<file path="config.mk">
export PLATFORM = sky130hd
export DESIGN_NAME = transpose_buffer
export DESIGN_NICKNAME = d
export VERILOG_FILES = /design/src/rtl/transpose_buffer.sv
export SDC_FILE = /design/constraint.sdc
export NUM_CORES = 2
export LEC_CHECK = 0
export CAP_MARGIN = 20
export CORE_MARGIN = 2
export CORE_UTILIZATION = 55
export CTS_CLUSTER_SIZE = 10
export DETAILED_ROUTE_END_ITERATION = 8
export PLACE_DENSITY = 0.75
export SETUP_SLACK_MARGIN = 0.4
export SYNTH_ARGS = -nofsm -noshare
export SYNTH_HDL_FRONTEND = slang
export SYNTH_SLANG_ARGS = --single-unit
</file>
<file path="constraint.sdc">
create_clock -name sys_clk -period 4.9 [get_ports sys_clk]
set_input_delay 1.225 -clock sys_clk [delete_from_list [all_inputs] [get_ports sys_clk]]
set_output_delay 1.225 -clock sys_clk [all_outputs]
set_load 0.01 [all_outputs]
</file>
<file path="src/rtl/transpose_buffer.sv">
// Ping-pong transpose buffer between the row-pass and column-pass of an 8x8 DCT.
// Rows are written into one 8x8x12 bank while the other bank is read out
// column by column, with col_start pulses spaced COL_GAP cycles apart.
//
// state | meaning
// ------+---------------------------------------------------------------
// IDLE  | waiting for rd_bank to become FULL
// EMIT  | one cycle: present column col_cnt of rd_bank, pulse col_start
// GAP   | spacing cycles between columns (and after the last column)
module transpose_buffer #(
   parameter int COL_GAP = 8
) (
   input  logic               sys_clk,
   input  logic               sys_rst_n,
   input  logic               row_valid,
   input  logic signed [11:0] row_z0,
   input  logic signed [11:0] row_z1,
   input  logic signed [11:0] row_z2,
   input  logic signed [11:0] row_z3,
   input  logic signed [11:0] row_z4,
   input  logic signed [11:0] row_z5,
   input  logic signed [11:0] row_z6,
   input  logic signed [11:0] row_z7,
   output logic               in_ready,
   output logic [95:0]        col_data,
   output logic               col_start,
   output logic [2:0]         col_idx,
   output logic               blk_done,
   output logic               overflow
);

   typedef enum logic [1:0] {
      IDLE = 2'd0,
      EMIT = 2'd1,
      GAP  = 2'd2
   } state_t;

   // GAP lasts COL_GAP-1 cycles; the counter runs down to zero from this value.
   localparam logic [3:0] GAP_LOAD = (COL_GAP > 1) ? 4'(COL_GAP - 2) : 4'd0;

   state_t      state;
   state_t      state_nxt;

   logic [11:0] mem [2][8][8];
   logic [11:0] row_z [8];
   logic [1:0]  bank_full;
   logic        wr_bank;
   logic        rd_bank;
   logic [2:0]  row_cnt;
   logic [2:0]  col_cnt;
   logic [3:0]  gap_cnt;
   logic        accept;
   logic        last_row;
   logic [95:0] col_column;
   logic [95:0] col_data_q;
   logic [2:0]  col_idx_q;

   assign row_z[0] = row_z0;
   assign row_z[1] = row_z1;
   assign row_z[2] = row_z2;
   assign row_z[3] = row_z3;
   assign row_z[4] = row_z4;
   assign row_z[5] = row_z5;
   assign row_z[6] = row_z6;
   assign row_z[7] = row_z7;

   assign in_ready = ~bank_full[wr_bank];
   assign accept   = row_valid & in_ready;
   assign last_row = accept & (row_cnt == 3'd7);

   // Bank storage: contents are never reset, only overwritten by accepted rows.
   always_ff @(posedge sys_clk) begin
      if (accept) begin
         for (int k = 0; k < 8; k++) begin
            mem[wr_bank][row_cnt][k] <= row_z[k];
         end
      end
   end

   // Write pointer, bank FULL/FREE flags and sticky overflow.
   always_ff @(posedge sys_clk) begin
      if (!sys_rst_n) begin
         row_cnt   <= 3'd0;
         wr_bank   <= 1'b0;
         bank_full <= 2'b00;
         overflow  <= 1'b0;
      end else begin
         if (accept) begin
            row_cnt <= row_cnt + 3'd1;
         end
         if (last_row) begin
            wr_bank            <= ~wr_bank;
            bank_full[wr_bank] <= 1'b1;
         end
         // Filling one bank and freeing the other can coincide; they never
         // address the same bank because a FULL bank refuses writes.
         if (blk_done) begin
            bank_full[rd_bank] <= 1'b0;
         end
         if (row_valid && !in_ready) begin
            overflow <= 1'b1;
         end
      end
   end

   // Read-side counters and the held copy of the last emitted column.
   always_ff @(posedge sys_clk) begin
      if (!sys_rst_n) begin
         rd_bank    <= 1'b0;
         col_cnt    <= 3'd0;
         gap_cnt    <= 4'd0;
         col_data_q <= 96'd0;
         col_idx_q  <= 3'd0;
      end else if (state == EMIT) begin
         col_cnt    <= col_cnt + 3'd1;
         gap_cnt    <= GAP_LOAD;
         col_data_q <= col_column;
         col_idx_q  <= col_cnt;
         if (col_cnt == 3'd7) begin
            rd_bank <= ~rd_bank;
         end
      end else if (state == GAP && gap_cnt != 4'd0) begin
         gap_cnt <= gap_cnt - 4'd1;
      end
   end

   // Column gather: lane r carries row r of the selected column.
   always_comb begin
      col_column = '0;
      for (int r = 0; r < 8; r++) begin
         col_column[12*r +: 12] = mem[rd_bank][r][col_cnt];
      end
   end

   // Read FSM state register.
   always_ff @(posedge sys_clk) begin
      if (!sys_rst_n) begin
         state <= IDLE;
      end else begin
         state <= state_nxt;
      end
   end

   // Read FSM next state; col_cnt==0 outside EMIT means the block is finished.
   always_comb begin
      state_nxt = state;
      case (state)
         IDLE: begin
            if (bank_full[rd_bank]) begin
               state_nxt = EMIT;
            end
         end
         EMIT: begin
            if (COL_GAP > 1) begin
               state_nxt = GAP;
            end else if (col_cnt == 3'd7) begin
               state_nxt = IDLE;
            end else begin
               state_nxt = EMIT;
            end
         end
         GAP: begin
            if (gap_cnt == 4'd0) begin
               state_nxt = (col_cnt != 3'd0) ? EMIT : IDLE;
            end
         end
         default: state_nxt = IDLE;
      endcase
   end

   // Read FSM outputs; data and index hold their last emitted values between pulses.
   always_comb begin
      col_start = (state == EMIT);
      blk_done  = col_start && (col_cnt == 3'd7);
      col_data  = col_start ? col_column : col_data_q;
      col_idx   = col_start ? col_cnt    : col_idx_q;
   end

   // The bank still being read out must never be the one accepting rows.
   always_ff @(posedge sys_clk) begin
      if (sys_rst_n && accept && (state == EMIT || (state == GAP && col_cnt != 3'd0))) begin
         assert (wr_bank != rd_bank);
      end
   end

endmodule

</file>
==> flow_metrics.env <==
export IMPL_status="finished clean"
export IMPL_ctsLongestPathBuffers=3
export IMPL_ys_seq_elements=1653
export IMPL_gp_congestion=0.819
export IMPL_drt_pass1_iterations=6
export IMPL_die_x_um=362
export IMPL_min_path_type="flop to flop"
export IMPL_vdd_drop_max_mv=0.363
export IMPL_final_common_cell="edfxtp_1"
export IMPL_synth_area_mux_share=0.203
export IMPL_grt_max_degree=145
export IMPL_crit_path_max_incr_delay_ns=0.57
export IMPL_layout_drive_gt1_share=0.278
export IMPL_mostFrequentLayoutCells="edfxtp_1, mux4_2, a21o_1, clkbuf_16, mux2_2"
export IMPL_vias=41102
export IMPL_final_max_slew_viol_count=0
export IMPL_cts_sinks=1653
export IMPL_synthFlopType="edfxtp_1"
export IMPL_synthAdderAreaFrac=0.00124
export IMPL_rows=131
export IMPL_critical_path_slowest_cell="clkdlybuf4s50_1"
export IMPL_synth_area_per_cell_um2=18.7
export IMPL_die_area_mm2=0.131
export IMPL_htreeDepth=4
export IMPL_setup_viol=0
export IMPL_nets=4184
export IMPL_insertion_delay_ns=0.81
export IMPL_route_detailed_drc=0
export IMPL_die_h_um=362
export IMPL_cts_tree="yes"
export IMPL_crit_path_end_kind="primary output"
export IMPL_clkSlewWorstSetupHoldPaths_ns=0.06
export IMPL_cp_arrival_ns=3.28
export IMPL_total_leakage_power_uw=0.0285
export IMPL_fill_cells=8429
export IMPL_synth_top_family_by_area="multiplexers"
export IMPL_comb_power_share=0.046
export IMPL_maxCapViolCount=0
export IMPL_synthSimpleGateAreaFrac=0.0185
export IMPL_area_delta_synth_final_pct=16.7
export IMPL_synth_compound_area_share=0.0678
export IMPL_routedWlPerCell_um=35.3
export IMPL_startpoint_type="flop"
export IMPL_timing_hold_ws_ns=0.468
export IMPL_numCtsBuffers=185
export IMPL_p_clk_frac=0.428
export IMPL_switching_power_uw=6430
export IMPL_final_cell_count_no_fill=5908
export IMPL_tightest_slew_ns=1.24
export IMPL_rsz0062_at_grt="true"
export IMPL_powerDensity_mw_per_mm2=361
export IMPL_initial_core_util=0.554
export IMPL_cp_max_fo=10
export IMPL_yosys_warnings=0
export IMPL_fin_tns_setup_ns=0
export IMPL_first_iter_violations=5825
export IMPL_stdcell_area_mm2=0.0825
export IMPL_timing_final_crit_period_ns=4.51
export IMPL_final_hold_violation_count=0
export IMPL_core_area_mm2=0.128
export IMPL_p_int_uw=23300
export IMPL_synth_seq_area_share=0.686
export IMPL_grt_pass1_vias=41350
export IMPL_worstPathRequired_ns=3.67
export IMPL_synth_nets=3889
export IMPL_swShare=0.216
export IMPL_syn_cell_area_mm2=0.0707
export IMPL_portBuffers=201
export IMPL_crit_chain="buf_12 -> buf_12 -> bufbuf_16 -> mux4_2 -> mux2i_1 -> o221ai_1 -> clkdlybuf4s50_1"
export IMPL_wirelength_um=209000
export IMPL_fmax_mhz=222
export IMPL_period_share=0.920
export IMPL_slew_headroom=0.170
export IMPL_synth_xor_area_frac=0.000124
export IMPL_antenna_found_initial=46
export IMPL_grt_first_pass_wirelength_um=295000
export IMPL_via_per_inst=6.96
export IMPL_placed_area_mm2=0.0753
export IMPL_syn_inst=3783
export IMPL_worst_path_buf_inv=4
export IMPL_ctsRootBufferMaster="clkbuf_16"
export IMPL_worstSetupPathType="flop to primary output"
export IMPL_hpwl_um=125000
export IMPL_antenna_left=0
export IMPL_grt_overflow_total=0
export IMPL_io_pins=202
export IMPL_fin_skew_ns=0.0372
export IMPL_cp_top_family="buffers and inverters"
export IMPL_cp_common_cell="buf_12"
export IMPL_grt_use_total=0.318
export IMPL_dpl_cell_count=5502
export IMPL_synth_edf_count=1536
export IMPL_synth_cell_types=50
export IMPL_async_flop_share=0
export IMPL_seqPwrFrac=0.526
## what timing repair did
action                     CTS  global route
resized for setup          156           103
buffers inserted            28            14
hold buffers                 0             0
pin swaps                    3             2
setup endpoints to repair   96            62
cloned                       6             3
## worst register-to-register path, delay by kind of cell (launching register included)
family	cells	cell delay [ns]
buffers and inverters	1	0.91
and+or+nand+nor	2	1.07
DFF	1	0.42
muxes	1	0.55
## state kept, by name, indices dropped and copies added, names as in the netlist, named ones only
register	cells
col_data_q	96
rd_bank	1
col_cnt	3
mem	1536
bank_full	2
row_cnt	3
gap_cnt	4
state	2
col_idx_q	3
wr_bank	1
overflow	1
## cell families (layout without fill, tap and decap cells)
| kind of cell | Yosys count | in the layout |
|---|---|---|
| flops | 1653 | 1653 |
| mux | 914 | 914 |
| compound gates | 605 | 605 |
| buf+inv | 345 | 793 |
| simple gates | 258 | 259 |
| fa+ha+maj | 7 | 7 |
| xor+xnor | 1 | 1 |
| other cells | 0 | 14 |
## cell usage after synthesis, drive strengths merged, types with 6 or more instances
cell | number | area share
inv | 22 | 0.0012
mux2i | 190 | 0.027
o221ai | 189 | 0.023
mux2 | 340 | 0.054
o21ai | 7 | 0.00050
edfxtp | 1536 | 0.65
a21oi | 11 | 0.00078
a41oi | 48 | 0.0059
dfxtp | 117 | 0.033
and2 | 20 | 0.0018
a21o | 336 | 0.036
clkbuf | 155 | 0.0083
nand2 | 106 | 0.0056
ha | 7 | 0.0012
nor2 | 6 | 0.00032
mux4 | 384 | 0.12
buf | 166 | 0.013
nand3 | 98 | 0.0069
## area by class of cell
class	count	area [um2]	share of cell area
Multi-Input combinational cell	1786	21400	0.260
Sequential cell	1653	48500	0.588
Clock buffer	326	5250	0.0637
Clock inverter	15	205	0.00249
Inverter	24	108	0.00131
Antenna cell	14	35.0	0.000425
Timing Repair Buffer	428	4840	0.0587
Tap cell	1662	2080	0.0252
## per-stage QoR
| stage | worst slack (ns) | util | power, uW |
|---|---|---|---|
| after CTS | 0.273 | 0.641 | 29700 |
| after global placement | 0.517 | 0.590 | 17200 |
| after floorplan | 0.403 | - | 16600 |
| after global routing | 0.305 | 0.646 | 30400 |
| after detailed placement | 0.510 | 0.590 | 17200 |
| final | 0.390 | 0.647 | 29700 |
## power groups by stage
stage	combinational (uW)	sequential [uW]	clock [uW]
2_1_floorplan	653	15900	0
3_5_place_dp	1290	15900	0
3_3_place_gp	1250	15900	0
6_report	1350	15600	12700
4_1_cts	1310	15600	12800
5_1_grt	1400	15600	13400
## per-layer routing
| layer | wire length, um | GRT usage | up-vias |
|---|---|---|---|
| li1 | - | - | 16442 |
| met1 | 72900 | 0.420 | 21374 |
| met2 | 100000 | 0.501 | 2746 |
| met3 | 24800 | 0.0750 | 502 |
| met4 | 10600 | 0.151 | 38 |
| met5 | 246 | 0 | - |
## worst paths after layout
kind / from / to / slack, ns / depth (start not counted)
max: flop / col_data[67] / 0.39 / 7
min: col_idx_q[2] / col_idx_q[2] / 0.47 / 2
max reg2reg: row_cnt[2] / mem[1][134] / 1.67 / 4
min reg2reg: col_idx_q[2] / col_idx_q[2] / 0.47 / 2
Note: power is estimated with default switching activity, not from simulation.
